==> src/rtl/playseq_gravador_sequencia.sv <==
// Custom-sequence recorder for PlaySeq slot 3: one-hot presses go into a 16x4 RAM,
// read back through a registered port with the same latency as the game ROMs.
module playseq_gravador_sequencia #(
  parameter int TIMEOUT_M = 5000,
  parameter int TIMEOUT_N = 13
) (
  input  logic       clock,
  input  logic       reset,
  input  logic       iniciar,
  input  logic       finalizar,
  input  logic [3:0] botoes,
  input  logic [3:0] rd_endereco,
  output logic [3:0] rd_dado,
  output logic       pronto,
  output logic       gravando,
  output logic [3:0] tamanho,
  output logic       erro_timeout,
  output logic [3:0] leds,
  output logic [3:0] db_estado
);

  typedef enum logic [2:0] {
    INICIAL  = 3'd0,
    ESPERA   = 3'd1,
    REGISTRA = 3'd2,
    GRAVA    = 3'd3,
    PROXIMO  = 3'd4,
    CONCLUI  = 3'd5,
    TIMEOUT  = 3'd6
  } estado_t;

  localparam logic [TIMEOUT_N-1:0] TMO_LAST = TIMEOUT_N'(TIMEOUT_M - 1);

  estado_t              estado_q;
  logic [3:0]           addr_q, press_q, tam_q, rd_q;
  logic [TIMEOUT_N-1:0] tmo_q;
  logic                 btn_q, pronto_q, erro_q;
  logic [3:0]           mem [16];

  logic btn_any, btn_rise, one_hot, we;
  assign btn_any  = |botoes;
  assign btn_rise = btn_any & ~btn_q;
  assign one_hot  = btn_any && ((botoes & (botoes - 4'd1)) == 4'd0);
  assign we       = (estado_q == GRAVA);

  // Edge detector runs in every state, so a button held through the write
  // sequence gives no fresh edge when ESPERA is re-entered.
  always_ff @(posedge clock or negedge reset) begin
    if (!reset) begin
      estado_q <= INICIAL;
      addr_q   <= '0;
      press_q  <= '0;
      tam_q    <= '0;
      tmo_q    <= '0;
      btn_q    <= 1'b0;
      pronto_q <= 1'b0;
      erro_q   <= 1'b0;
    end else begin
      btn_q <= btn_any;
      case (estado_q)
        INICIAL, TIMEOUT: begin
          if (iniciar) begin
            estado_q <= ESPERA;
            addr_q   <= '0;
            tmo_q    <= '0;
            tam_q    <= '0;
            pronto_q <= 1'b0;
            erro_q   <= 1'b0;
          end
        end
        ESPERA: begin
          tmo_q <= tmo_q + 1'b1;
          if (finalizar) begin
            if (addr_q != 4'd0) begin
              tam_q    <= addr_q - 4'd1;
              estado_q <= CONCLUI;
            end else begin
              pronto_q <= 1'b0;
              estado_q <= INICIAL;
            end
          end else if (tmo_q == TMO_LAST) begin
            erro_q   <= 1'b1;
            pronto_q <= 1'b0;
            estado_q <= TIMEOUT;
          end else if (btn_rise && one_hot) begin
            press_q  <= botoes;
            estado_q <= REGISTRA;
          end
        end
        REGISTRA: estado_q <= GRAVA;
        GRAVA: begin
          if (addr_q == 4'd15) begin
            tam_q    <= 4'd15;
            estado_q <= CONCLUI;
          end else begin
            estado_q <= PROXIMO;
          end
        end
        PROXIMO: begin
          addr_q   <= addr_q + 4'd1;
          tmo_q    <= '0;
          estado_q <= ESPERA;
        end
        CONCLUI: begin
          pronto_q <= 1'b1;
          estado_q <= INICIAL;
        end
        default: estado_q <= INICIAL;
      endcase
    end
  end

  // RAM contents survive reset; pronto=0 is what marks them invalid.
  always_ff @(posedge clock) begin
    if (we) mem[addr_q] <= press_q;
  end

  always_ff @(posedge clock or negedge reset) begin
    if (!reset) rd_q <= '0;
    else        rd_q <= mem[rd_endereco];
  end

  assign rd_dado      = rd_q;
  assign pronto       = pronto_q;
  assign erro_timeout = erro_q;
  assign tamanho      = tam_q;
  assign gravando     = (estado_q == ESPERA) || (estado_q == REGISTRA) ||
                        (estado_q == GRAVA)  || (estado_q == PROXIMO);
  assign leds         = ((estado_q == REGISTRA) || (estado_q == GRAVA)) ? press_q : 4'd0;
  assign db_estado    = {1'b0, estado_q};

endmodule

==> config.mk <==
export PLATFORM = sky130hd
export DESIGN_NAME = playseq_gravador_sequencia
export DESIGN_NICKNAME = d
export VERILOG_FILES = /design/src/rtl/playseq_gravador_sequencia.sv
export SDC_FILE = /design/constraint.sdc
export NUM_CORES = 1
export LEC_CHECK = 0
export BUFFER_PORTS_ARGS = -buffer_cell sky130_fd_sc_hd__buf_2
export CAP_MARGIN = 5
export CORE_MARGIN = 2
export CORE_UTILIZATION = 56
export DETAILED_ROUTE_END_ITERATION = 8
export PLACE_DENSITY = 0.75
export SLEW_MARGIN = 20
export SYNTH_ARGS = -nofsm -noshare
export SYNTH_HDL_FRONTEND = slang
export SYNTH_SLANG_ARGS = --single-unit
export TNS_END_PERCENT = 100
==> constraint.sdc <==
create_clock -name clock -period 2.7 [get_ports clock]
set_input_delay 0.27 -clock clock [delete_from_list [all_inputs] [get_ports clock]]
set_output_delay 0.27 -clock clock [all_outputs]
set_load 0.02 [all_outputs]
==> metrics, run 1 <==
status finished with violations; failing checks hold timing; Slew Viols, Final 0; Critical Path RT 2.71 ns; Worst R2R End mem[0][1]$_DFFE_PP_; Root Driver clkbuf_8; Post-Syn Nets around 320; post-CTS sizing 0; Compound-Gate Fraction of Synth Area 7.45%; number of synthesized flops with an enable pin 64; Setup CP Type flip-flop to flip-flop; Routed WL per cell 19.5 µm; Worst slew margin 46.2%; min-delay worst type primary input to asynchronous set/reset pin; reg2reg setup slack 0.48 ns; crit path to mem[0][1]$_DFFE_PP_; initial antenna violation count 0; Std-Cell Rows 32; final hold violations 11; Worst IR Drop VDD between 0.0004 and 0.0005 V; MaxCap Viol Count 0; Syn Area/Cell 14.5 µm²; CP Launch Type flip-flop; Leakage 1.79 nW; ys async rst share 35.4%; Synth area leader edfxtp_1; Core Area ~7700 µm²; min Tclk post-route 2.22 ns; RSZ-0062 raised after global routing no; mux contribution to synthesized area roughly an eighth; Num CTS Buffers 9; Worst-Skew Late Latency 0.37 ns; Synth cell types 55; final WL 8610 µm; vias about 2.7k; Yosys warning total 0; PortBufs 29; Crit. End Element flip-flop; r2r startpoint estado_q[2]$_DFFE_PN0P_; First DRT Iteration DRCs 189; DRC Markers 0; Via-to-Cell Ratio slightly above 6; CTS tree done; Max Root-Sink Buffers 2; postcts setup bufs 0; Period Utilization, post-route 82.2%; RePlAce Congestion approximately 0.86; Die W 93.0 µm; share of layout cells above drive strength 1 23.6%; synthesized instance count slightly above 300; crit-path max FO 18; CP startpoint estado_q[2]$_DFFE_PN0P_; Worst-path clk slew 0.10 ns; Least-Margin Pin Slew 0.806 ns; simple logic cell fraction of the synthesized area between 10% and 20%; CTS sink cnt 99; Worst Skew 0.0102 ns; post-synthesis adder-cell area fraction 1.69%; count leader, synth edfxtp_1; Final setup viols 0; top cell type's share of synthesized area a little over two fifths; pre-CTS setup slack 0.502 ns; area grow syn2layout 9.79%; Fin Setup TNS 0 ns; Antenna Cells 0; first-pass GRT wire length ~14000 µm; synth cell count leaders edfxtp_1 (64), dfrtp_1 (35), nor2_1 (25), mux4_2 (20), nand2_1 (15); Pwr per Cell Area 675 nW/µm²; largest family of logic cells by synthesized area simple AND/OR/NAND/NOR gates; Nets ~350; Critical Path AT ~2.2 ns; io pins 31; chip height 93.0 µm; dpl hpwl 5940 µm; R2R depth 4; die area 8650 µm²; flops & latches, synth between 90 and 100; DRT antenna net count 0; Mapped Area 4440 µm²; total gr overflow 0; Seq/Total Area, Yosys 63.1%; CTS Hold Bufs 0; Fmax approximately 0.45 GHz; PnR worst setup slack 0.481 ns; Initial Util 57.7%; vias in the first global route 2619; All-Layer GR Usage 21.5%; top post-synthesis cells by area edfxtp_1 (43%), dfrtp_1 (20%), mux4_2 (10%), nor2_1 (2.1%), ha_1 (1.7%); drt pass-1 iters 5; H-Tree Level Count 3; worst hold slack -0.0243 ns; XOR/XNOR Fraction of Synth Area 1.58%; top_reg_cell synth edfxtp_1; Power Total roughly 3.3 mW; pin count of the biggest net entering global routing 36
## report_power, final
| group | leakage [nW] | internal, mW | switching (mW) |
|---|---|---|---|
| clock | 0.107 | 0.444 | 0.531 |
| sequential | 1.06 | 1.71 | 0.121 |
| combinational | 0.622 | 0.196 | 0.282 |
## through the flow
stage	instance area, µm²	std cells	utilization, %
2_1_floorplan	4440	305	-
3_3_place_gp	4660	425	60.7
3_5_place_dp	4660	425	60.7
4_1_cts	4870	441	63.4
5_1_grt	4870	441	63.4
6_report	4870	441	63.4
## critical path, stage by stage, from the launching register on
cell	delay [ns]
dfrtp_1	0.59
nand2b_1	0.34
nor2_1	0.26
nand2_1	0.17
nor3_1	0.52
## state kept, by name, indices dropped and copies added, names as in the netlist, 3 cells and up
register	flops
mem	64
tmo_q	13
addr_q	4
press_q	4
rd_dado	4
tamanho	4
estado_q	3
## layer usage
layer | part of all wire [%] | global-route usage, %
met1 | 44 | 30.7
met2 | 49 | 34.7
met3 | 5.5 | 3.30
met4 | 1.2 | 6.62
met5 | 0 | 0
## cell type report
type                            count  area, µm²
Multi-Input combinational cell    186       1550
Clock buffer                        9        124
Inverter                            7       26.3
Clock inverter                      7       83.8
Fill cell                         589       2820
Tap cell                          102        128
Sequential cell                    99       2800
Timing Repair Buffer               31        160
## layout by cell type, fill, tap and decap left out, drive strengths merged, types with 7 or more instances in the layout
cell and n:
clkbuf 9, o31ai 9, nand2 15, or4 7
mux4 20, nor3 9, xor2 7, nor2 25
o21ai 7, edfxtp 64, nand3 7, inv 9
a21oi 11, buf 31, dfrtp 35
## worst min-delay path by stage
stage                            end  startpoint  depth (start not counted)
2_1_floorplan  addr_q[0]$_DFFE_PN0P_       reset                          0
3_3_place_gp    rd_dado[2]$_DFF_PN0_       reset                          1
3_5_place_dp    rd_dado[2]$_DFF_PN0_       reset                          1
4_1_cts         rd_dado[2]$_DFF_PN0_       reset                          1
5_1_grt         rd_dado[2]$_DFF_PN0_       reset                          1
6_report        rd_dado[2]$_DFF_PN0_       reset                          1
## kinds of logic (layout without fill, tap and decap cells)
| family | after synthesis | in the layout |
|---|---|---|
| other cells | 1 | 1 |
| xor+xnor | 8 | 8 |
| mux | 26 | 26 |
| simple gates | 98 | 98 |
| fa+ha+maj | 6 | 6 |
| buf+inv | 20 | 54 |
| compound gates | 47 | 47 |
| flops | 99 | 99 |
Power figures use the tool's default switching activity.
==> inputs of run 2 (changes only) <==
==> constraint.sdc (replaced) <==
create_clock -name clock -period 2.1 [get_ports clock]
set_input_delay 0.21 -clock clock [delete_from_list [all_inputs] [get_ports clock]]
set_output_delay 0.21 -clock clock [all_outputs]
set_load 0.02 [all_outputs]
==> metrics, run 2 (synthesis results as in run 1) <==
Worst slew margin 46.3%; CTS tree done; min-delay worst type primary input to flip-flop; CP Launch Type flip-flop; vias 2769; Root Driver clkbuf_8; max FFs per register 64; Least-Margin Pin Slew 0.805 ns; min Tclk post-route 1.97 ns; Worst path slowest cell dfrtp_1; CP cell instances or3_1, nand4b_1, or4_1, a21oi_1; Std-Cell Rows 32; Max stage delay on crit path between 0.6 and 0.7 ns; Nets 375; crit-path max FO 14; PnR worst setup slack between 0.1 and 0.15 ns; vias in the first global route 2754; Core Area 7690 µm²; Via-to-Cell Ratio 5.97; Fmax 0.508 GHz; DRT antenna net count 0; post-CTS sizing 0; dpl hpwl between 6000 and 7000 µm; Leakage 1.89 nW; Worst Skew 0.0105 ns; die area 8650 µm²; Pwr per Cell Area 824 nW/µm²; CTS Hold Bufs 1; RSZ-0062 raised after global routing no; Fin Setup TNS 0 ns; initial antenna violation count 0; Antenna Cells 0; Routed WL per cell 18.8 µm; total gr overflow 0; Finished Core Util 65.4%; share of layout cells above drive strength 1 28.2%; Setup CP Type flip-flop to flip-flop; top flop regs mem x64, tmo_q x13; most common cell after layout, fill and taps aside edfxtp_1; Largest Register mem; DRC Markers 0; Max Root-Sink Buffers 2; pre-CTS setup slack between 0.15 and 0.2 ns; CTS sink cnt 99; Worst IR Drop VDD 0.000604 V; Worst-path clk slew ~0.1 ns; PortBufs 29; Die W 93.0 µm; status completed; Initial Util 57.7%; Worst-Skew Late Latency 0.37 ns; Critical Path RT approximately 2.4 ns; MaxCap Viol Count 0; postcts setup bufs 0; All-Layer GR Usage 22.5%; area grow syn2layout 13.3%; chip height just over 90 µm; First DRT Iteration DRCs 130; fillers 581; final hold violations 0; Final setup viols 0; RePlAce Congestion 0.933; final WL 8720 µm; Critical Path AT between 2 and 2.5 ns; first-pass GRT wire length approximately 14000 µm; drt pass-1 iters 4; Num CTS Buffers 9; pin count of the biggest net entering global routing 36; Crit. End Element flip-flop; most frequent cells in the layout edfxtp_1 (64), dfrtp_1 (35), buf_2 (29), nor2_1 (25), buf_4 (23); H-Tree Level Count 3; Period Utilization, post-route a little over nine tenths; io pins 31; Slew Viols, Final 0
[run 2: per-stage QoR]
stage / hold slack (ns) / area, µm² / std cells / total power [mW]
after global placement: 0.343 / 4840 / 447 / 3.06
after floorplan: -0.0856 / 4440 / 305 / 2.79
after CTS: 0.0778 / 5030 / 464 / 4.16
after global routing: 0.0791 / 5030 / 464 / 4.32
final: 0.0859 / 5030 / 464 / 4.14
after detailed placement: 0.341 / 4840 / 447 / 3.07
[run 2: worst max-delay path: cells and delay by family (launching register included)]
family           cells  cell delay, ns
AND/OR/NAND/NOR      3            1.11
flip-flops           1            0.63
AO/OA/AOI/OAI        1            0.15
[run 2: report_power, final]
group          internal (mW)  leakage [nW]  switching (mW)  total [mW]
sequential              2.20          1.06           0.111        2.32
combinational          0.304         0.747           0.417       0.721
clock                  0.438        0.0836           0.666        1.10
[run 2: cell type report]
class	instances	area [µm²]	share of cell area (%)
Sequential cell	99	2800	55.6
Multi-Input combinational cell	186	1550	30.9
Timing Repair Buffer	54	348	6.92
Tap cell	102	128	2.54
Clock buffer	9	124	2.46
Clock inverter	7	52.6	1.05
Inverter	7	26.3	0.523
[run 2: path summary, 6_finish.rpt]
check | start | to | slack [ns] | depth (start not counted)
worst max register to register | estado_q[2]$_DFFE_PN0P_ | tmo_q[8]$_DFFE_PN0P_ | 0.13 | 4
min in group asynchronous | reset | rd_dado[0]$_DFF_PN0_ | 0.47 | 2
worst max-delay path | estado_q[2]$_DFFE_PN0P_ | tmo_q[8]$_DFFE_PN0P_ | 0.13 | 4
max in group asynchronous | reset | tmo_q[7]$_DFFE_PN0P_ | 1.13 | 2
worst min-delay path | botoes[2] | btn_q$_DFF_PN0_ | 0.09 | 3
worst min register to register | tamanho[0]$_DFFE_PN0P_ | tamanho[0]$_DFFE_PN0P_ | 0.50 | 1
[run 2: metal layers]
layer	global-route usage, %	up-vias	wire length (µm)
met5	0	-	0
met4	9.19	0	153
met3	3.30	12	491
met2	38.3	86	4380
met1	29.3	1389	3690
li1	-	1282	-
==> inputs of run 3 (changes only) <==
--- a/config.mk
+++ b/config.mk
@@ -8,7 +8,7 @@
 export BUFFER_PORTS_ARGS = -buffer_cell sky130_fd_sc_hd__buf_2
 export CAP_MARGIN = 5
 export CORE_MARGIN = 2
-export CORE_UTILIZATION = 56
+export CORE_UTILIZATION = 54
 export DETAILED_ROUTE_END_ITERATION = 8
 export PLACE_DENSITY = 0.75
 export SLEW_MARGIN = 20
==> constraint.sdc (replaced) <==
create_clock -name clock -period 1.6 [get_ports clock]
set_input_delay 0.16 -clock clock [delete_from_list [all_inputs] [get_ports clock]]
set_output_delay 0.16 -clock clock [all_outputs]
set_load 0.02 [all_outputs]
==> metrics, run 3 (synthesis results as in run 1) <==
status finished with violations; failing checks setup timing; Worst-path clk slew 0.10 ns; Int Pwr 4.34 mW; Crit. End Element flip-flop; min Tclk post-route 1.87 ns; final WL 11400 µm; Worst Hold End btn_q$_DFF_PN0_; Least-Margin Pin Slew 0.504 ns; Period Utilization, post-route 117%; drt pass-1 iters 5; Root Driver clkbuf_8; io pins 31; Fmax ~0.54 GHz; Pwr per Cell Area 1010 nW/µm²; All-Layer GR Usage 25.9%; Worst R2R End tmo_q[10]$_DFFE_PN0P_; share of layout cells above drive strength 1 ~55%; Nets 423; final hold violations 0; pin count of the biggest net entering global routing 21; dpl hpwl around 7000 µm; Power Total 6.15 mW; Final setup viols 53; Critical Path AT 2.11 ns; MaxCap Viol Count 0; Seq pwr share 49.1%; Via-to-Cell Ratio 6.17; Largest Register mem; R2R depth 7; Clk pwr share 25.9%; first-pass GRT wire length between 15000 and 20000 µm; vias 3178; die area 8960 µm²; Worst IR Drop VDD 0.000700 V; initial antenna violation count 0; Fin Setup TNS -5.23 ns; Critical Path RT about 1.9 ns; Hold Path Origin botoes[0]; First DRT Iteration DRCs 199; H-Tree Level Count 3; Max Root-Sink Buffers 2; CTS tree done; RePlAce Congestion 0.914; area grow syn2layout 36.5%; min-delay worst type primary input to flip-flop; Worst Skew 0.0179 ns; total gr overflow 0; most common cell after layout, fill and taps aside edfxtp_1; Sw Share between 20% and 30%; r2r startpoint estado_q[1]$_DFFE_PN0P_; Core Area slightly above 8000 µm²; Worst slew margin 66.4%; CTS sink cnt between 90 and 100; max FFs per register between 60 and 70; most frequent cells in the layout edfxtp_1 (64), buf_4 (54), dfrtp_1 (32), buf_2 (24), mux4_2 (20); Worst-Skew Late Latency about 0.37 ns; DRC Markers 0; vias in the first global route 3137; Antenna Cells 0; power share of the combinational group 25.1%; Die W 94.6 µm; RSZ-0062 raised after global routing yes; Num CTS Buffers 9; CP Launch Type flip-flop; fillers 491; DRT antenna net count 0; PortBufs 29; PnR worst setup slack -0.268 ns; Initial Util 54.8%; Slew Viols, Final 0; P_sw 1.80 mW; reg2reg setup slack -0.27 ns; Routed WL per cell roughly 22 µm; pre-CTS setup slack -0.220 ns; chip height 94.6 µm; Setup CP Type flip-flop to flip-flop; Leakage between 2 and 2.5 nW; Std-Cell Rows 33; crit-path max FO 5; hold depth 3; top flop regs mem x64, tmo_q x13
run 3: critical path, stage by stage (launching register included):
cell,delay [ns]
dfrtp_2,0.46
buf_6,0.13
a21bo_4,0.18
nand4b_1,0.16
buf_4,0.20
buf_4,0.14
o31ai_1,0.37
a21oi_2,0.10
run 3: how the worst max path moves through the flow:
stage                                       start                      to  slack, ns  depth (start not counted)
after floorplan              tmo_q[6]$_DFFE_PN0P_  press_q[0]$_DFFE_PN0P_      -0.19                          4
after global placement      tmo_q[10]$_DFFE_PN0P_  press_q[0]$_DFFE_PN0P_      -0.18                          4
after detailed placement    tmo_q[10]$_DFFE_PN0P_  press_q[2]$_DFFE_PN0P_      -0.22                          4
after CTS                    tmo_q[4]$_DFFE_PN0P_  press_q[2]$_DFFE_PN0P_      -0.19                          4
after global routing      estado_q[1]$_DFFE_PN0P_   tmo_q[10]$_DFFE_PN0P_      -0.31                          7
final                     estado_q[1]$_DFFE_PN0P_   tmo_q[10]$_DFFE_PN0P_      -0.27                          7
run 3: cell type report:
class | instances | area, µm² | area share (%)
Sequential cell | 99 | 2800 | 46.2
Multi-Input combinational cell | 186 | 2060 | 34.0
Tap cell | 105 | 131 | 2.17
Clock buffer | 10 | 128 | 2.11
Timing Repair Buffer | 102 | 847 | 14.0
Clock inverter | 6 | 63.8 | 1.05
Inverter | 7 | 28.8 | 0.475
run 3: through the flow:
stage          instance area, µm²  hold WS (ns)  utilization, %  cells
3_5_place_dp                 5230         0.145            64.6    477
6_report                     6060        0.0411            74.9    515
2_1_floorplan                4600        -0.136               -    305
4_1_cts                      5760        0.0362            71.2    507
5_1_grt                      6060        0.0581            74.9    515
3_3_place_gp                 5230         0.144            64.6    477
run 3: repair_timing:
| action | CTS | global route |
|---|---|---|
| hold buffers | 1 | 0 |
| buffers inserted | 12 | 8 |
| pin swaps | 18 | 21 |
| endpoints found under the setup margin | 46 | 83 |
| resized for setup | 58 | 51 |
| hold endpoints to repair | 18 | 0 |
| cloned | 1 | 0 |
run 3: routing by layer:
layer | GRT usage [%] | part of all wire (%) | vias up
met5 | 0 | 0 | -
met3 | 5.67 | 6.6 | 32
met1 | 32.3 | 37 | 1602
met4 | 9.66 | 3.5 | 0
met2 | 44.5 | 52 | 155
li1 | - | - | 1389
run 3: power groups by stage:
stage	logic (mW)	registers [mW]	clock network [mW]
floorplan	0.616	3.14	0
global placement	1.19	3.06	0
detailed placement	1.21	3.06	0
CTS	1.38	3.01	1.58
global route	1.63	3.03	1.69
finish	1.54	3.02	1.59
